[src/rtl/ulx3s_button_receiver.sv]
// ulx3s_button_receiver
// Receives the ULX3S push-buttons on the fabric clock. Each channel is
// synchronised through two flops and debounced with a counter. The block
// produces a clean level plus one-cycle press and release pulses.
// All outputs are registered.
// Optional feature: define BUTTON_AUTOREPEAT_EN to add a per-channel
// auto-repeat. Repeat press pulses start RepeatDelay cycles after the
// accepted press and then recur every RepeatPeriod cycles.
module ulx3s_button_receiver #(
  parameter int NumButtons     = 3,
  parameter int DebounceCycles = 50000,
  parameter int RepeatDelay    = 25000000,
  parameter int RepeatPeriod   = 5000000
) (
  input  logic                  clk_i,
  input  logic                  reset_i,
  input  logic [NumButtons-1:0] btn_i,
  output logic [NumButtons-1:0] btn_level_o,
  output logic [NumButtons-1:0] btn_press_o,
  output logic [NumButtons-1:0] btn_release_o
);

  localparam int            CW      = $clog2(DebounceCycles + 1);
  localparam logic [CW-1:0] CntLast = CW'(DebounceCycles - 1);

  // Every count must be at least one cycle long.
  if (NumButtons < 1 || DebounceCycles < 1 || RepeatDelay < 1 || RepeatPeriod < 1) begin : g_bad_params
    $error("ulx3s_button_receiver: all parameters must be >= 1");
  end

  logic [NumButtons-1:0] sync1_q, sync2_q;
  logic [NumButtons-1:0] level_q, level_d;
  logic [NumButtons-1:0] press_q, press_d, press_out_d;
  logic [NumButtons-1:0] release_q, release_d;
  logic [CW-1:0]         cnt_q [NumButtons];
  logic [CW-1:0]         cnt_d [NumButtons];

  // Two-flop synchroniser with no logic between the stages.
  always_ff @(posedge clk_i) begin
    if (reset_i) begin
      sync1_q <= '0;
      sync2_q <= '0;
    end else begin
      sync1_q <= btn_i;
      sync2_q <= sync1_q;
    end
  end

  // Debounce: count consecutive cycles where the synchronised input
  // differs from the accepted level. The level toggles when the count completes.
  always_comb begin
    level_d   = level_q;
    press_d   = '0;
    release_d = '0;
    for (int i = 0; i < NumButtons; i++) begin
      cnt_d[i] = cnt_q[i];
      if (sync2_q[i] == level_q[i]) begin
        cnt_d[i] = '0;
      end else if (cnt_q[i] == CntLast) begin
        level_d[i]   = ~level_q[i];
        cnt_d[i]     = '0;
        press_d[i]   = ~level_q[i];
        release_d[i] = level_q[i];
      end else begin
        cnt_d[i] = cnt_q[i] + 1'b1;
      end
    end
  end

`ifdef BUTTON_AUTOREPEAT_EN
  localparam int            RptMax     = (RepeatDelay > RepeatPeriod) ? RepeatDelay : RepeatPeriod;
  localparam int            RW         = $clog2(RptMax + 1);
  localparam logic [RW-1:0] DelayLast  = RW'(RepeatDelay - 1);
  localparam logic [RW-1:0] PeriodLast = RW'(RepeatPeriod - 1);

  logic [RW-1:0]         rpt_cnt_q [NumButtons];
  logic [RW-1:0]         rpt_cnt_d [NumButtons];
  logic [NumButtons-1:0] rpt_first_q, rpt_first_d, rpt_pulse;

  // Repeat timer: restarts on the accepted press and runs while the level stays high.
  // It is cleared in the release cycle, so no repeat pulse can coincide with a release.
  always_comb begin
    rpt_first_d = rpt_first_q;
    rpt_pulse   = '0;
    for (int i = 0; i < NumButtons; i++) begin
      rpt_cnt_d[i] = rpt_cnt_q[i];
      if (press_d[i]) begin
        rpt_cnt_d[i]   = '0;
        rpt_first_d[i] = 1'b1;
      end else if (level_q[i] && !release_d[i]) begin
        if (rpt_cnt_q[i] == (rpt_first_q[i] ? DelayLast : PeriodLast)) begin
          rpt_pulse[i]   = 1'b1;
          rpt_cnt_d[i]   = '0;
          rpt_first_d[i] = 1'b0;
        end else begin
          rpt_cnt_d[i] = rpt_cnt_q[i] + 1'b1;
        end
      end else begin
        rpt_cnt_d[i]   = '0;
        rpt_first_d[i] = 1'b0;
      end
    end
    press_out_d = press_d | rpt_pulse;
  end

  // Repeat timer state.
  always_ff @(posedge clk_i) begin
    if (reset_i) begin
      rpt_first_q <= '0;
      for (int i = 0; i < NumButtons; i++) rpt_cnt_q[i] <= '0;
    end else begin
      rpt_first_q <= rpt_first_d;
      for (int i = 0; i < NumButtons; i++) rpt_cnt_q[i] <= rpt_cnt_d[i];
    end
  end
`else
  // Without auto-repeat, only accepted presses produce a press pulse.
  always_comb begin
    press_out_d = press_d;
  end
`endif

  // Debounce state and registered outputs.
  always_ff @(posedge clk_i) begin
    if (reset_i) begin
      level_q   <= '0;
      press_q   <= '0;
      release_q <= '0;
      for (int i = 0; i < NumButtons; i++) cnt_q[i] <= '0;
    end else begin
      level_q   <= level_d;
      press_q   <= press_out_d;
      release_q <= release_d;
      for (int i = 0; i < NumButtons; i++) cnt_q[i] <= cnt_d[i];
    end
  end

  assign btn_level_o   = level_q;
  assign btn_press_o   = press_q;
  assign btn_release_o = release_q;

endmodule

[config.mk]
export PLATFORM = sky130hd
export DESIGN_NAME = ulx3s_button_receiver
export DESIGN_NICKNAME = d
export VERILOG_FILES = /design/src/rtl/ulx3s_button_receiver.sv
export SDC_FILE = /design/constraint.sdc
export NUM_CORES = 1
export LEC_CHECK = 0
export BUFFER_PORTS_ARGS = -buffer_cell sky130_fd_sc_hd__buf_2
export CORE_MARGIN = 4
export CORE_UTILIZATION = 50
export DETAILED_ROUTE_END_ITERATION = 6
export GPL_ROUTABILITY_DRIVEN = 0
export GPL_TIMING_DRIVEN = 1
export PLACE_DENSITY_LB_ADDON = 0.3
export SYNTH_ARGS = -nofsm -noshare
export SYNTH_HDL_FRONTEND = slang
export SYNTH_SLANG_ARGS = --single-unit
[constraint.sdc]
create_clock -name clk_i -period 2.8 [get_ports clk_i]
set_clock_uncertainty 0.15 [all_clocks]
set_input_delay 0.14 -clock clk_i [delete_from_list [all_inputs] [get_ports clk_i]]
set_output_delay 0.14 -clock clk_i [all_outputs]
set_load 0.05 [all_outputs]
# Word level (Yosys, flattened, before mapping)

Memory sizes are Yosys's and may differ from the RTL's.
Cells that the tools add are included.

Flip-flop bits (word level): 15
RAM bits: 48
Output and inout port bits: 9
Memories kept: 1

Add/sub/neg operators: 3
Equal/unequal tests: 6
Multiplexer cells: 12
Bitwise gates (word level): 12
Reduce and logical (&&, ||, !) cells: 6

Memory list:

| name  | words | bits a word | read ports | clocked after memory_dff | write ports | line | text |
|---|---|---|---|---|---|---|---|
| cnt_q | 3     | 16          | 3          | 0                        | 3           | 35   | `logic [CW-1:0] cnt_q [NumButtons];` |

Operator list:

| cell                    | number |
|---|---|
| $mux W16                | 9 |
| $add A16 B1 Y16 const B | 3 |
| $eq A16 B16 Y1 const B  | 3 |
| $not A1 Y1              | 9 |
| $reduce_or A3 Y1        | 3 |
| $reduce_and A2 Y1       | 3 |
| $eq A1 B1 Y1            | 3 |
| $mux W1                 | 3 |
| $or A1 B1 Y1            | 3 |

# Longest topological paths before layout

Word-level depth: 4
Gate-level depth with buffers: 7
Gate-level depth less buffers: 5

# Least setup slack after synthesis

No wires, ideal clock.

Path type: register to register
Start point: memory cnt_q[0][42] (netlist name)
End point: memory cnt_q[0][38] (netlist name)
Setup time: 0.115 ns
Data arrival time: 1.716 ns
Required time: 2.535 ns
Setup slack: 0.819 ns
Cell stages (with the launch flop): 7
Path buffers: 2
Clock period less this slack: 1.981 ns
Cells stage by stage: dfxtp_1 or4_1 or4_1 buf_2 nand2_4 buf_6 nor2_1

RTL lines:

| what               | line |
|---|---|
| start: declaration | 35 |

==> out/summary.md <==
The flow ran to the end, and the final reports show no timing, DRC or antenna violations. In the routed layout, each cell is associated on average with a via count of 5.12. The worst setup path is of the reg2reg kind.

After floorplanning, the core was divided into 25 placement rows. The logs give 0.00260 mm² for the cell area after technology mapping and 340 ps for the clock latency of the later-clocked register in the worst-skew pair. The highest layer touched by signal routing is met4. Count of final max-slew check failures: 0.

In the final routing, the length of wire on met1 measures 2.18 mm. The number of unique standard cell types used by synthesis was 32; the aggregate global routing overflow was 0. Static timing analysis puts the maximum clock frequency at 458 MHz. The min-delay analysis places its worst path in the category reg2reg. Clock-pin slew was measured on the worst setup and hold paths at 70 ps. The number of flip-flops and latches in the synthesized netlist was 63; the warning count from the yosys run was 0.

First-pass GRT wire length: 8.25 mm. After layout, the minimum clock period comes to 2180 ps. The number of instances in the synthesized netlist is 282.

For the total length of routed met2 wires, the log shows 2.01 mm. The logs give 60.7% for the end-of-flow core utilization and 1844 for the number of global-route vias before repair. TritonCTS built the clock tree.

In this run the tightest slew margin relative to its limit is 62.8%. After routing, the total negative slack on setup checks comes to 0 ps. The floorplan step defined a die boundary enclosing 0.00641 mm². The detail route stage leaves a number of antenna-violating nets equal to 0.

The layout has 434 filler cells. The tools report the aggregate global-route resource usage as 16.8%. In this run the critical register-to-register path is launched from cnt_q[0][11]. The initial standard-cell utilization of the core is 53.2%, and the total vias in the final route is 1942.

The initial antenna violation count came out at 0. The logs give 0.00488 mm² for the core area and 208 µm for the met3 wire length. The worst hold path begins at sync1_q[0].

VDD sags by at most 0.000457 V. 14 I/O pins were placed. The final count of hold timing violations was 0. 0 antenna diodes ended up in the layout. The detailed-router iteration count before antenna repair is 4, and the ratio of final minimum period to clock period is 77.9%. The run gives 9 as the number of buffers inserted during clock tree synthesis. The die is 80.1 µm wide.

From synthesis to final layout, the design area changed by 14.1%. Clock tree synthesis found a total of 63 sinks. The worst reg2reg path depth works out to 4.

Setup repair after global routing left no endpoint under its margin. After detailed routing, the number of remaining DRC violations is 0. Leakage power figure: 0.913 nW. The wire-length estimate of the detail-placed layout is 2.97 mm. The H-tree was split into 3 levels. STA classifies the critical path endpoint as a register.

The endpoint arrival time on the critical path is 2240 ps. The routed design has 4.49 mm of wire. The maximum count of clock buffers along a single path was 2.

Across the run, the number of max-cap violations was 0. Sequential elements use 48.6% of the synthesized area. The tools report the kind of start point of the critical path as a register. In this run the clock root is driven by a sky130_fd_sc_hd__clkbuf_8. In this run the mean area of a mapped cell was 9.21 µm². Dividing the detail-routed wire length by the instance count gives 11.8 µm. At the worst endpoint, the required time is 2860 ps. Port buffer count: 13.

The detailed router finished its first iteration with 98 violations. In this run the vertical extent of the chip is 80.1 µm. The final layout net count is 315. The largest net degree at the start of global routing is 17. The number of setup buffers added after CTS is 0. The largest fanout on the critical path was 16. The tools report the critical path launch point as cnt_q[0][11].

The hold path depth works out to 1. The slew at the pin closest to its max-slew limit is 558 ps. Power spread over the standard cell area amounts to 554 mW/mm².

For the total nets after synthesis, the log shows 290. Setup violations remaining at the end of the flow were counted as 0. The ratio of cells with drive above 1 in the final layout works out to 10.9%.
-- final timing paths --
kind                                     end  slack [ps]
worst min register to register    sync2_q[0]         290
worst max register to register  cnt_q[0][10]         620
worst max-delay path            cnt_q[0][10]         620
worst min-delay path              sync2_q[0]         290
-- state kept, by name, summed over array words and instances (netlist names) --
signal         count
cnt_q             48
btn_level_o        3
btn_press_o        3
btn_release_o      3
sync1_q            3
sync2_q            3
-- placed cells by master, fill, tap and decap left out, types with 4 or more instances in the layout --
cell type / count
sky130_fd_sc_hd__buf_2: 13
sky130_fd_sc_hd__clkbuf_8: 11
sky130_fd_sc_hd__dfxtp_1: 63
sky130_fd_sc_hd__dlygate4sd3_1: 7
sky130_fd_sc_hd__inv_1: 12
sky130_fd_sc_hd__nand2_1: 9
sky130_fd_sc_hd__nand3_1: 15
sky130_fd_sc_hd__nand4_1: 10
sky130_fd_sc_hd__nor2_1: 57
sky130_fd_sc_hd__nor2b_1: 7
sky130_fd_sc_hd__nor3_1: 13
sky130_fd_sc_hd__nor4_1: 15
sky130_fd_sc_hd__or4_1: 4
sky130_fd_sc_hd__xnor2_1: 40
sky130_fd_sc_hd__xor2_1: 4
-- cell families after synthesis --
kind of cell             share of synthesized area, %
adder cells (fa/ha/maj)                          1.45
flip-flops                                       48.6
multiplexers                                     1.16
XOR/XNOR                                         14.8
AND/OR/NAND/NOR                                  30.4
AO/OA/AOI/OAI                                   0.482
buffers and inverters                            3.13
-- layer usage --
metal / GRT usage (%) / up-vias
met2: 24.9 / 24
met5: 0 / -
li1: - / 1009
met1: 21.3 / 899
met4: 7.09 / 0
met3: 7.17 / 10
-- power breakdown --
part / switching [mW] / internal, mW
sequential: 0.00315 / 0.901
combinational: 0.0132 / 0.0131
clock: 0.345 / 0.365
total: 0.361 / 1.28
-- per-stage QoR --
stage	total power [mW]	area, µm²	setup slack [ps]	hold slack [ps]	cells
6_report	1.64	2960	619	291	379
5_1_grt	1.71	2960	378	316	379
4_1_cts	1.66	2960	579	296	379
3_5_place_dp	0.943	2710	609	206	356
3_3_place_gp	0.943	2710	658	199	356
2_1_floorplan	0.938	2600	819	61.6	282
-- critical path: stages (launching register included) --
cell	delay, ps
sky130_fd_sc_hd__dfxtp_1	350
sky130_fd_sc_hd__or4_1	550
sky130_fd_sc_hd__nor4_2	390
sky130_fd_sc_hd__or3_1	500
sky130_fd_sc_hd__nor2_1	110
-- cell usage after synthesis --
| cell | instances | area (µm²) |
|---|---|---|
| sky130_fd_sc_hd__nor4_2 | 1 | 12.5 |
| sky130_fd_sc_hd__nor4b_1 | 1 | 8.76 |
| sky130_fd_sc_hd__nand4_1 | 10 | 62.6 |
| sky130_fd_sc_hd__or3_1 | 1 | 6.26 |
| sky130_fd_sc_hd__nor4b_2 | 1 | 15.0 |
| sky130_fd_sc_hd__dfxtp_1 | 63 | 1260 |
| sky130_fd_sc_hd__nor3_1 | 13 | 65.1 |
| sky130_fd_sc_hd__nand3_1 | 15 | 75.1 |
| sky130_fd_sc_hd__buf_4 | 1 | 7.51 |
| sky130_fd_sc_hd__nor4_1 | 15 | 93.8 |
| sky130_fd_sc_hd__nor4bb_1 | 2 | 20.0 |
| sky130_fd_sc_hd__or4bb_1 | 2 | 22.5 |
| sky130_fd_sc_hd__o31ai_1 | 1 | 7.51 |
| sky130_fd_sc_hd__nand4b_1 | 3 | 26.3 |
| sky130_fd_sc_hd__mux2i_1 | 3 | 30.0 |
| sky130_fd_sc_hd__or4_1 | 4 | 30.0 |
| sky130_fd_sc_hd__inv_1 | 12 | 45.0 |
| sky130_fd_sc_hd__xnor2_1 | 40 | 350 |
| sky130_fd_sc_hd__buf_2 | 2 | 10.0 |
| sky130_fd_sc_hd__nor2_1 | 57 | 214 |
| sky130_fd_sc_hd__nor2b_1 | 7 | 43.8 |
| sky130_fd_sc_hd__ha_1 | 3 | 37.5 |
| sky130_fd_sc_hd__clkbuf_1 | 2 | 7.51 |
| sky130_fd_sc_hd__and3_1 | 1 | 6.26 |
| sky130_fd_sc_hd__xor2_1 | 4 | 35.0 |
| sky130_fd_sc_hd__or2_2 | 2 | 12.5 |
| sky130_fd_sc_hd__nand2_1 | 9 | 33.8 |
| sky130_fd_sc_hd__and3b_1 | 2 | 17.5 |
| sky130_fd_sc_hd__buf_6 | 1 | 11.3 |
| sky130_fd_sc_hd__nand2_4 | 1 | 11.3 |
| sky130_fd_sc_hd__nand2b_1 | 2 | 12.5 |
| sky130_fd_sc_hd__a21oi_1 | 1 | 5.00 |
-- timing repair --
action                    4_1_cts  5_1_grt
hold buffers                    7        0
hold endpoints to repair        8        0
resized for setup               0        0
-- layout make-up --
class | count | area (µm²) | area share, %
Inverter | 12 | 45.0 | 1.52
Tap cell | 67 | 83.8 | 2.83
Timing Repair Buffer | 20 | 135 | 4.56
Clock inverter | 5 | 32.5 | 1.10
Multi-Input combinational cell | 201 | 1250 | 42.3
Sequential cell | 63 | 1260 | 42.5
Clock buffer | 11 | 151 | 5.11
Power figures use the tool's default switching activity.
